==> config.mk <==
export PLATFORM = sky130hd
export DESIGN_NAME = sync_up_counter_flat
export DESIGN_NICKNAME = d
export VERILOG_FILES = /design/src/rtl/counter_pkg.sv /design/src/rtl/sync_up_counter_if.sv /design/src/rtl/sync_up_counter.sv /design/src/flat_wrapper.sv
export SDC_FILE = /design/constraint.sdc
export NUM_CORES = 1
export LEC_CHECK = 0
export ABC_AREA = 1
export ABC_CLOCK_PERIOD_IN_PS = 1150
export CORE_AREA = 10 10 49 51
export DETAILED_ROUTE_END_ITERATION = 10
export DIE_AREA = 0 0 59 61
export GPL_ROUTABILITY_DRIVEN = 0
export PLACE_DENSITY = 0.69
export REMOVE_ABC_BUFFERS = 1
export SKIP_LAST_GASP = 1
export SYNTH_ARGS = -nofsm -noshare
export SYNTH_HDL_FRONTEND = slang
export SYNTH_SLANG_ARGS = --single-unit
==> constraint.sdc <==
create_clock -name clk -period 1.15 [get_ports clk]
set_input_delay 0.2875 -clock clk [delete_from_list [all_inputs] [get_ports clk]]
set_output_delay 0.2875 -clock clk [all_outputs]
set_load 0.1 [all_outputs]
==> src/rtl/counter_pkg.sv <==
// Shared types and helpers for the synchronous up counter.
//   state_e    : counter mode, RUN (counting/wrapping) or SAT (parked at terminal)
//   clamp_load : limits a parallel-load value to the terminal count
package counter_pkg;

    typedef enum logic {
        RUN = 1'b0,
        SAT = 1'b1
    } state_e;

    // Values are widened to 32 bits so one helper serves every counter width.
    function automatic int unsigned clamp_load(input int unsigned val,
                                               input int unsigned max_count);
        return (val > max_count) ? max_count : val;
    endfunction

endpackage

==> src/rtl/sync_up_counter_if.sv <==
// Control and status bundle of the synchronous up counter.
//   en, clear, load, load_val, sat_mode : controls driven by the user (master)
//   count, tc, wrap, done, ovf          : status driven by the counter (slave)
interface sync_up_counter_if #(
    parameter int WIDTH = 4
);
    logic             en;
    logic             clear;
    logic             load;
    logic [WIDTH-1:0] load_val;
    logic             sat_mode;
    logic [WIDTH-1:0] count;
    logic             tc;
    logic             wrap;
    logic             done;
    logic             ovf;

    modport master (
        output en, clear, load, load_val, sat_mode,
        input  count, tc, wrap, done, ovf
    );

    modport slave (
        input  en, clear, load, load_val, sat_mode,
        output count, tc, wrap, done, ovf
    );
endinterface

==> src/rtl/sync_up_counter.sv <==
// Synchronous up counter with enable, parallel load, synchronous clear and
// wrap/saturate selection at a programmable terminal value MAX_COUNT.
// Ports:
//   clk    : rising-edge clock
//   reset  : asynchronous active-low reset
//   bus    : sync_up_counter_if slave modport
//            en/clear/load/load_val/sat_mode in (priority clear > load > en)
//            count  registered count
//            tc     count == MAX_COUNT (decoded from the count register)
//            wrap   one-cycle pulse on each wrap to 0
//            done   high while parked in SAT
//            ovf    sticky overflow, cleared only by clear or reset
module sync_up_counter
    import counter_pkg::*;
#(
    parameter int WIDTH     = 4,
    parameter int MAX_COUNT = 15
) (
    input  logic              clk,
    input  logic              reset,
    sync_up_counter_if.slave  bus
);

    localparam logic [WIDTH-1:0] MAX_C = WIDTH'(MAX_COUNT);

    state_e           state_reg, state_next;
    logic [WIDTH-1:0] count_reg, count_next;
    logic             wrap_reg,  wrap_next;
    logic             ovf_reg,   ovf_next;
    logic [WIDTH-1:0] load_clamped;

    assign load_clamped = WIDTH'(clamp_load(32'(bus.load_val), 32'(MAX_COUNT)));

    always_comb begin
        state_next = state_reg;
        count_next = count_reg;
        wrap_next  = 1'b0;
        ovf_next   = ovf_reg;

        if (bus.clear) begin
            state_next = RUN;
            count_next = '0;
            ovf_next   = 1'b0;
        end else if (bus.load) begin
            count_next = load_clamped;
            state_next = (load_clamped == MAX_C && bus.sat_mode) ? SAT : RUN;
        end else if (bus.en) begin
            unique case (state_reg)
                RUN: begin
                    if (count_reg < MAX_C) begin
                        count_next = count_reg + WIDTH'(1);
                        // Arriving at the terminal value parks immediately;
                        // overflow is only flagged by a further enabled edge.
                        if (count_reg + WIDTH'(1) == MAX_C && bus.sat_mode)
                            state_next = SAT;
                    end else begin
                        ovf_next = 1'b1;
                        if (bus.sat_mode) begin
                            state_next = SAT;
                        end else begin
                            count_next = '0;
                            wrap_next  = 1'b1;
                        end
                    end
                end
                SAT: begin
                    // Every enabled edge at the terminal value is an overflow.
                    // With saturation switched off the counter wraps out of SAT.
                    ovf_next = 1'b1;
                    if (!bus.sat_mode) begin
                        count_next = '0;
                        wrap_next  = 1'b1;
                        state_next = RUN;
                    end
                end
                default: state_next = RUN;
            endcase
        end
    end

    always_ff @(posedge clk or negedge reset) begin
        if (!reset) begin
            state_reg <= RUN;
            count_reg <= '0;
            wrap_reg  <= 1'b0;
            ovf_reg   <= 1'b0;
        end else begin
            state_reg <= state_next;
            count_reg <= count_next;
            wrap_reg  <= wrap_next;
            ovf_reg   <= ovf_next;
        end
    end

    assign bus.count = count_reg;
    assign bus.tc    = (count_reg == MAX_C);
    assign bus.wrap  = wrap_reg;
    assign bus.done  = (state_reg == SAT);
    assign bus.ovf   = ovf_reg;

endmodule

==> src/flat_wrapper.sv <==
// flat-port wrapper written by rule: the top's interface ports become plain ports
module sync_up_counter_flat import counter_pkg::*;
#(
    parameter int WIDTH     = 4,
    parameter int MAX_COUNT = 15
)
  (clk, reset, bus_en, bus_clear, bus_load, bus_load_val, bus_sat_mode, bus_count, bus_tc, bus_wrap, bus_done, bus_ovf);
  sync_up_counter_if #(.WIDTH(WIDTH)) bus_i ();
  input  logic clk;
  input  logic reset;
  input wire logic [$bits(bus_i.en)-1:0] bus_en;
  input wire logic [$bits(bus_i.clear)-1:0] bus_clear;
  input wire logic [$bits(bus_i.load)-1:0] bus_load;
  input wire logic [$bits(bus_i.load_val)-1:0] bus_load_val;
  input wire logic [$bits(bus_i.sat_mode)-1:0] bus_sat_mode;
  output wire logic [$bits(bus_i.count)-1:0] bus_count;
  output wire logic [$bits(bus_i.tc)-1:0] bus_tc;
  output wire logic [$bits(bus_i.wrap)-1:0] bus_wrap;
  output wire logic [$bits(bus_i.done)-1:0] bus_done;
  output wire logic [$bits(bus_i.ovf)-1:0] bus_ovf;
  assign bus_i.en = bus_en;
  assign bus_i.clear = bus_clear;
  assign bus_i.load = bus_load;
  assign bus_i.load_val = bus_load_val;
  assign bus_i.sat_mode = bus_sat_mode;
  assign bus_count = bus_i.count;
  assign bus_tc = bus_i.tc;
  assign bus_wrap = bus_i.wrap;
  assign bus_done = bus_i.done;
  assign bus_ovf = bus_i.ovf;
  sync_up_counter #(.WIDTH(WIDTH), .MAX_COUNT(MAX_COUNT)) u_core (.clk(clk), .reset(reset), .bus(bus_i));
endmodule
; Yosys cells after proc, flatten, opt, wreduce, memory -nomap -nowiden
; Cells that the tools add are included.
[classes]
n_addsub = 1
order_cmp = 1
bitwise_logic = 1
reduce_logical = 5
mux = 25
n_eq_ne = 5
[op_table]
columns = cell, n
row1 = 2-to-1 mux 4 bit, 5
row2 = 2-to-1 mux 1 bit, 16
row3 = "equality test 4 bit, second input constant", 3
row4 = case mux 4 bit (2 select lines), 1
row5 = case mux 1 bit (2 select lines), 3
row6 = "adder 4 x 1 -> 4 bit, second input constant", 1
row7 = "< comparator 4 bit, second input constant", 1
row8 = "!= test 3 bit, second input constant", 1
row9 = AND reduction 3 bit, 1
row10 = nonzero test 3 bit, 1
row11 = logical AND 1 bit, 2
row12 = "!= test 2 bit, second input constant", 1
row13 = nonzero test 2 bit, 1
row14 = NOT 1 bit, 1
[word_totals]
in_bits = 10
ff_bits = 7

; Depth between registers and ports, before layout
; Gate-level depths: netlist of the first run.
[depth]
word_depth = 9
depth_mapped = 9
mapped_depth_nobuf = 9

; Least setup slack after synthesis of the first run
; Ideal clock, no wire load.
[synth_timing]
kind = reg2out
start = register u_core.count_reg[1] (netlist: u_core.bus.count[1])
end = output port bus_tc
arrival_ns = 2.136
path_stages_with_launch = 4
n_path_buf = 0
setup_slack_ns = -1.273
cell_sequence = dfrtp_1 ha_1 nand3_2 inv_1
[synth_via]
elab_chain_len = 1
[synth_rtl]
columns = element, line_no
row1 = from (decl), sync_up_counter.sv:27  ; logic [WIDTH-1:0] count_reg, count_next;
row2 = from (signal assigned), sync_up_counter.sv:89  ; count_reg <= count_next;
row3 = equality test 4 bit, sync_up_counter.sv:96  ; assign bus.tc = (count_reg == MAX_C);
row4 = to (decl), flat_wrapper.sv:17  ; output wire logic [$bits(bus_i.tc)-1:0] bus_tc;
; Every way passes these cells.

; Final worst setup path of the first run
; Same ends and word-level chain as after synthesis.

==> results.toml, run 1 <==
[outcome]
status = "finished with violations"
violations = "negative setup slack"

[detailed_routing]
wl_per_cell_um = 11.8
drtPass1Iterations = 4
via_per_inst = 4.73
ant_nets = 0
wl_um = 1750
vias = 700
drt_iter0_markers = 17
drc = 0

[final_layout]
layout_common_cells = "nand2_1 (30), buf_4 (17), inv_1 (13)"
multi_input_area_um2 = 320
fin_area_um2 = 1040
final_net_count = 145
fillers = 118
largest_reg_flops = 4
n_antenna_cell = 0
regArea_um2 = 175
final_common_cell = "nand2_1"
drive_gt1_share_pct = 31.8
area_delta_synth_final_pct = 92.6

[clock_network]
h-tree-depth = 1
cts_root_buf = "clkbuf_4"
clk_latency_ns = 0.25
cts_buffer_depth = 2
cts_tree = "built"
cts_sinks = 7
path_clk_slew_ns = 0.06
cts_buffers = 3
hold_buffers = 0

[sta]
period_needed_ns = 1.41
rsz0062_at_grt = "true"
worst_slack_ns = -0.265
fin_crit_sh_pct = 123
worst_pin_slew_ns = 0.306
tns_ns = -1.97
skew_ns = 0.00409
hold_violations = 0
drv_slew = 0
setup_viol = 13
fmax_mhz = 707
slew_headroom_pct = 79.5

[power]
ir_drop_mv = 0.708
power_frac_seq_pct = 30.6
p_comb_share_pct = 44.8
leakage_nw = 0.557
power.internal_mw = 0.561
p_switching_mw = 0.327
power_mw = 0.888
switching_share_pct = 36.8
clkPwrFrac_pct = 24.6
powerDensity_nw_per_um2 = 857

[setup_path]
worstReg2RegStart = "u_core.bus.count[0]"
crit_chain = "ha_2 > nand3_2 > inv_2 > buf_12"
critPathKind = "reg2out"
path_buf_inv = 2
slowest_stage = "dfrtp_1"
cp_max_fo = 2
critPathLaunchType = "flop"
crit_path_end_kind = "output pin"
cp_top_family = "flip-flops"
cp.required_ns = 0.86
critPathMaxStageDelay_ns = 0.36
crit_start = "u_core.bus.count[1]"
critical_path_arrival_ns = 1.13

[place]
dpl.hpwl_um = 1290
portBuffers = 17
place_area_um2 = 913

[die]
die-area_um2 = 3600
die_y_um = 61
die_w_um = 59
fp-row-count = 14
core_um2 = 1470
start_util_pct = 36.6
io_pins = 18

[grt]
grt_max_degree = 8
antenna_found_initial = 0
grt_pass1_wl_um = 2770
grt_overflow = 0
grt_pass1_vias = 722
track_usage_pct = 9.33

[logic_synthesis]
mappedNetlistArea_um2 = 538
ys_ff_latch = 7
synth_warnings = 0
avgSynthCellArea_um2 = 6.05
syn-instance-count = 89
yosysSeqAreaShare_pct = 32.6
synth.distinct_cells = 15

[job]
cap_viol_max_count = 0

[hold_path]
hold_class = "in2async"
routing by layer:
layer  GRT usage (%)  part of all wire [%]  vias up
met1            9.54                    41      315
met3            3.34                   5.4        0
met2            17.1                    54       17
met5               0                     0        -
li1                -                     -      368
met4            3.28                     0        0
cells by family after synthesis:
group,share of synthesized area [%]
simple gates,43.3
compound gates,8.37
buf+inv,11.2
flops,32.6
fa+ha+maj,4.65
through the flow:
step | utilization, % | std cells | worst slack (ns) | hold WS (ns)
5_1_grt | 70.4 | 148 | -0.318 | 0.314
3_3_place_gp | 62.1 | 136 | -0.347 | 0.501
2_1_floorplan | - | 89 | -1.27 | -0.00809
4_1_cts | 66.6 | 144 | -0.243 | 0.306
3_5_place_dp | 62.1 | 136 | -0.383 | 0.512
6_report | 70.4 | 148 | -0.265 | 0.293
Yosys cell counts (all sizes together):
cell type	number	share of area [%]
or2	1	1.2
nor3	1	0.93
inv	16	11
nand3	8	8.4
ha	2	4.7
nand2	32	23
nor2	11	7.7
o21ai	6	5.6
a21oi	3	2.8
nand4	2	2.3
dfrtp	7	33
power by group through the flow:
| stage | sequential, mW | combinational [mW] | clock (mW) |
|---|---|---|---|
| 2_1_floorplan | 0.384 | 0.0774 | 0 |
| 3_3_place_gp | 0.274 | 0.363 | 0 |
| 3_5_place_dp | 0.274 | 0.365 | 0 |
| 4_1_cts | 0.270 | 0.376 | 0.223 |
| 5_1_grt | 0.273 | 0.426 | 0.237 |
| 6_report | 0.272 | 0.398 | 0.218 |
worst register-to-register path, cell delays in order, from the launching register on:
cell     delay (ns)
dfrtp_1        0.38
ha_2           0.20
buf_4          0.13
buf_6          0.11
inv_2          0.03
nand2_1        0.04
nand2_1        0.09
o21ai_1        0.08
nand2_1        0.06
nand2_1        0.05
nand2_1        0.07
nand2_1        0.05
path summary, 6_finish.rpt:
kind | endpoint | slack (ns) | cells after the start
worst min-delay path | u_core.bus.wrap | 0.29 | 1
worst max-delay path | bus_tc | -0.26 | 4
worst max register to register | u_core.bus.count[2] | -0.24 | 11
min in group clk | u_core.bus.ovf | 0.55 | 2
max in group asynchronous | u_core.bus.count[1] | 0.62 | 1
worst min register to register | u_core.bus.ovf | 0.55 | 2
repair_timing:
action	4_1_cts	5_1_grt
setup endpoints to repair	11	13
endpoints found under the hold margin	0	0
pin swaps	3	6
gates resized for setup	6	9
setup buffers	4	4
area by class of cell:
cell class | count | share of cell area [%]
timing repair buffer | 39 | 41.8
multi-input combinational | 66 | 30.9
sequential | 7 | 16.9
inverter | 16 | 5.80
clock buffer | 3 | 2.17
tap | 16 | 1.93
clock inverter | 1 | 0.483
Power figures use the tool's default switching activity.
==> run 2, diff against run 1 <==
ABC_CLOCK_PERIOD_IN_PS = 1210   (was 1150)
clock period = 1.21 ns   (was 1.15 ns; I/O delays follow)
==> results.toml, run 2 (synthesized netlist as in run 1, its figures left out) <==
[grt]
grt_max_degree = 8
track_usage_pct = 9.29
grt_pass1_wl_um = 2680
grt_pass1_vias = 652
antenna_found_initial = 0
grt_overflow = 0

[detailed_routing]
drt_iter0_markers = 19
wl_per_cell_um = 12.0
vias = 714
ant_nets = 0
via_per_inst = 4.89
drtPass1Iterations = 4
drc = 0
wl_um = 1760

[power]
switching_share_pct = 36.9
powerDensity_nw_per_um2 = 801
leakage_nw = 0.550
power_frac_seq_pct = 31.2
power.internal_mw = 0.532
p_switching_mw = 0.311
p_comb_share_pct = 44.2
ir_drop_mv = 0.948
clkPwrFrac_pct = 24.6
power_mw = 0.843

[job]
cap_viol_max_count = 0

[setup_path]
crit_start = "u_core.bus.count[0]"
slowest_stage = "dfrtp_1"
crit_path_end_kind = "output pin"
crit_chain = "ha_4 > nand3_4 > inv_2 > buf_12"
cp_max_fo = 2
critPathKind = "reg2out"
critPathMaxStageDelay_ns = 0.39
cp.required_ns = 0.91
critical_path_arrival_ns = 1.12
worstReg2RegStart = "u_core.bus.count[0]"
critPathLaunchType = "flop"

[sta]
hold_violations = 0
fin_crit_sh_pct = 118
worst_slack_ns = -0.215
rsz0062_at_grt = "true"
fmax_mhz = 702
tns_ns = -1.09
worst_pin_slew_ns = 0.308
slew_headroom_pct = 79.4
setup_viol = 11
drv_slew = 0
skew_ns = 0.00577
period_needed_ns = 1.42

[die]
start_util_pct = 36.6
die-area_um2 = 3600
io_pins = 18
die_y_um = 61
core_um2 = 1470
die_w_um = 59
fp-row-count = 14

[final_layout]
fillers = 121
regArea_um2 = 176
fin_area_um2 = 1050
n_antenna_cell = 0
instances_no_fill = 146
multi_input_area_um2 = 352
final_common_cell = "nand2_1"
drive_gt1_share_pct = 34.6
final_net_count = 143
area_delta_synth_final_pct = 95.6
largest_reg_flops = 4
layout_common_cells = "nand2_1 (30), buf_4 (15), inv_1 (12)"

[place]
place_area_um2 = 913
portBuffers = 17
place_inst = 136
dpl.hpwl_um = 1280

[clock_network]
h-tree-depth = 1
cts_root_buf = "clkbuf_4"
cts_buffers = 3
cts_tree = "built"
cts_sinks = 7
path_clk_slew_ns = 0.05
clk_latency_ns = 0.25
cts_buffer_depth = 2

[hold_path]
hold_class = "in2async"

[outcome]
violations = "negative setup slack"
status = "finished with violations"
run 2: cell count changes in the layout (fill, tap and decap cells not counted), sizes merged:
cell / delta
buf: -2
clkbuf: +1
clkinv: -1
run 2: area by class of cell:
class	count	area share [%]
repair buffers	37	39.7
multi-input cells	66	33.4
flip-flops and latches	7	16.8
inverters	16	5.71
clock buffers	4	2.50
well taps	16	1.90
run 2: layer usage:
layer  vias up  wire, um  global-route usage, %
li1        362         -                      -
met1       328       740                   10.3
met2        24       888                   15.6
met3         0       129                   5.22
met4         0         0                   1.31
met5         -         0                      0
run 2: timing repair:
action	4_1_cts	5_1_grt
setup endpoints to repair	11	13
gates resized for setup	8	13
pin swaps	2	8
buffers inserted	3	3
hold buffers	0	0
run 2: worst max-delay path, delay by kind of cell (launching register included):
family,cells,cell delay (ns)
DFF,1,0.39
adders and majority gates,1,0.17
buffers and inverters,2,0.25
and+or+nand+nor,1,0.07
run 2: stage by stage:
step / hold slack [ns] / setup WS [ns] / utilization (%)
floorplan: 0.00691 / -1.23 / -
global placement: 0.532 / -0.301 / 62.1
detailed placement: 0.543 / -0.301 / 62.1
CTS: 0.309 / -0.219 / 66.6
global route: 0.323 / -0.274 / 71.5
finish: 0.305 / -0.215 / 71.5
run 2: power by group through the flow:
stage / sequential (mW) / clock (mW) / combinational [mW]
global route: 0.265 / 0.227 / 0.400
detailed placement: 0.261 / 0 / 0.341
global placement: 0.261 / 0 / 0.339
finish: 0.263 / 0.207 / 0.372
floorplan: 0.365 / 0 / 0.0736
CTS: 0.260 / 0.214 / 0.351
run 2: final timing paths:
path                                       end  slack, ns  cells after the start
max in group asynchronous      u_core.bus.done       0.65                      1
setup / recovery                        bus_tc      -0.21                      4
hold reg to reg                 u_core.bus.ovf       0.55                      2
hold / removal             u_core.bus.count[3]       0.31                      1
setup reg to reg           u_core.bus.count[1]      -0.13                      7
min in group clk                u_core.bus.ovf       0.55                      2
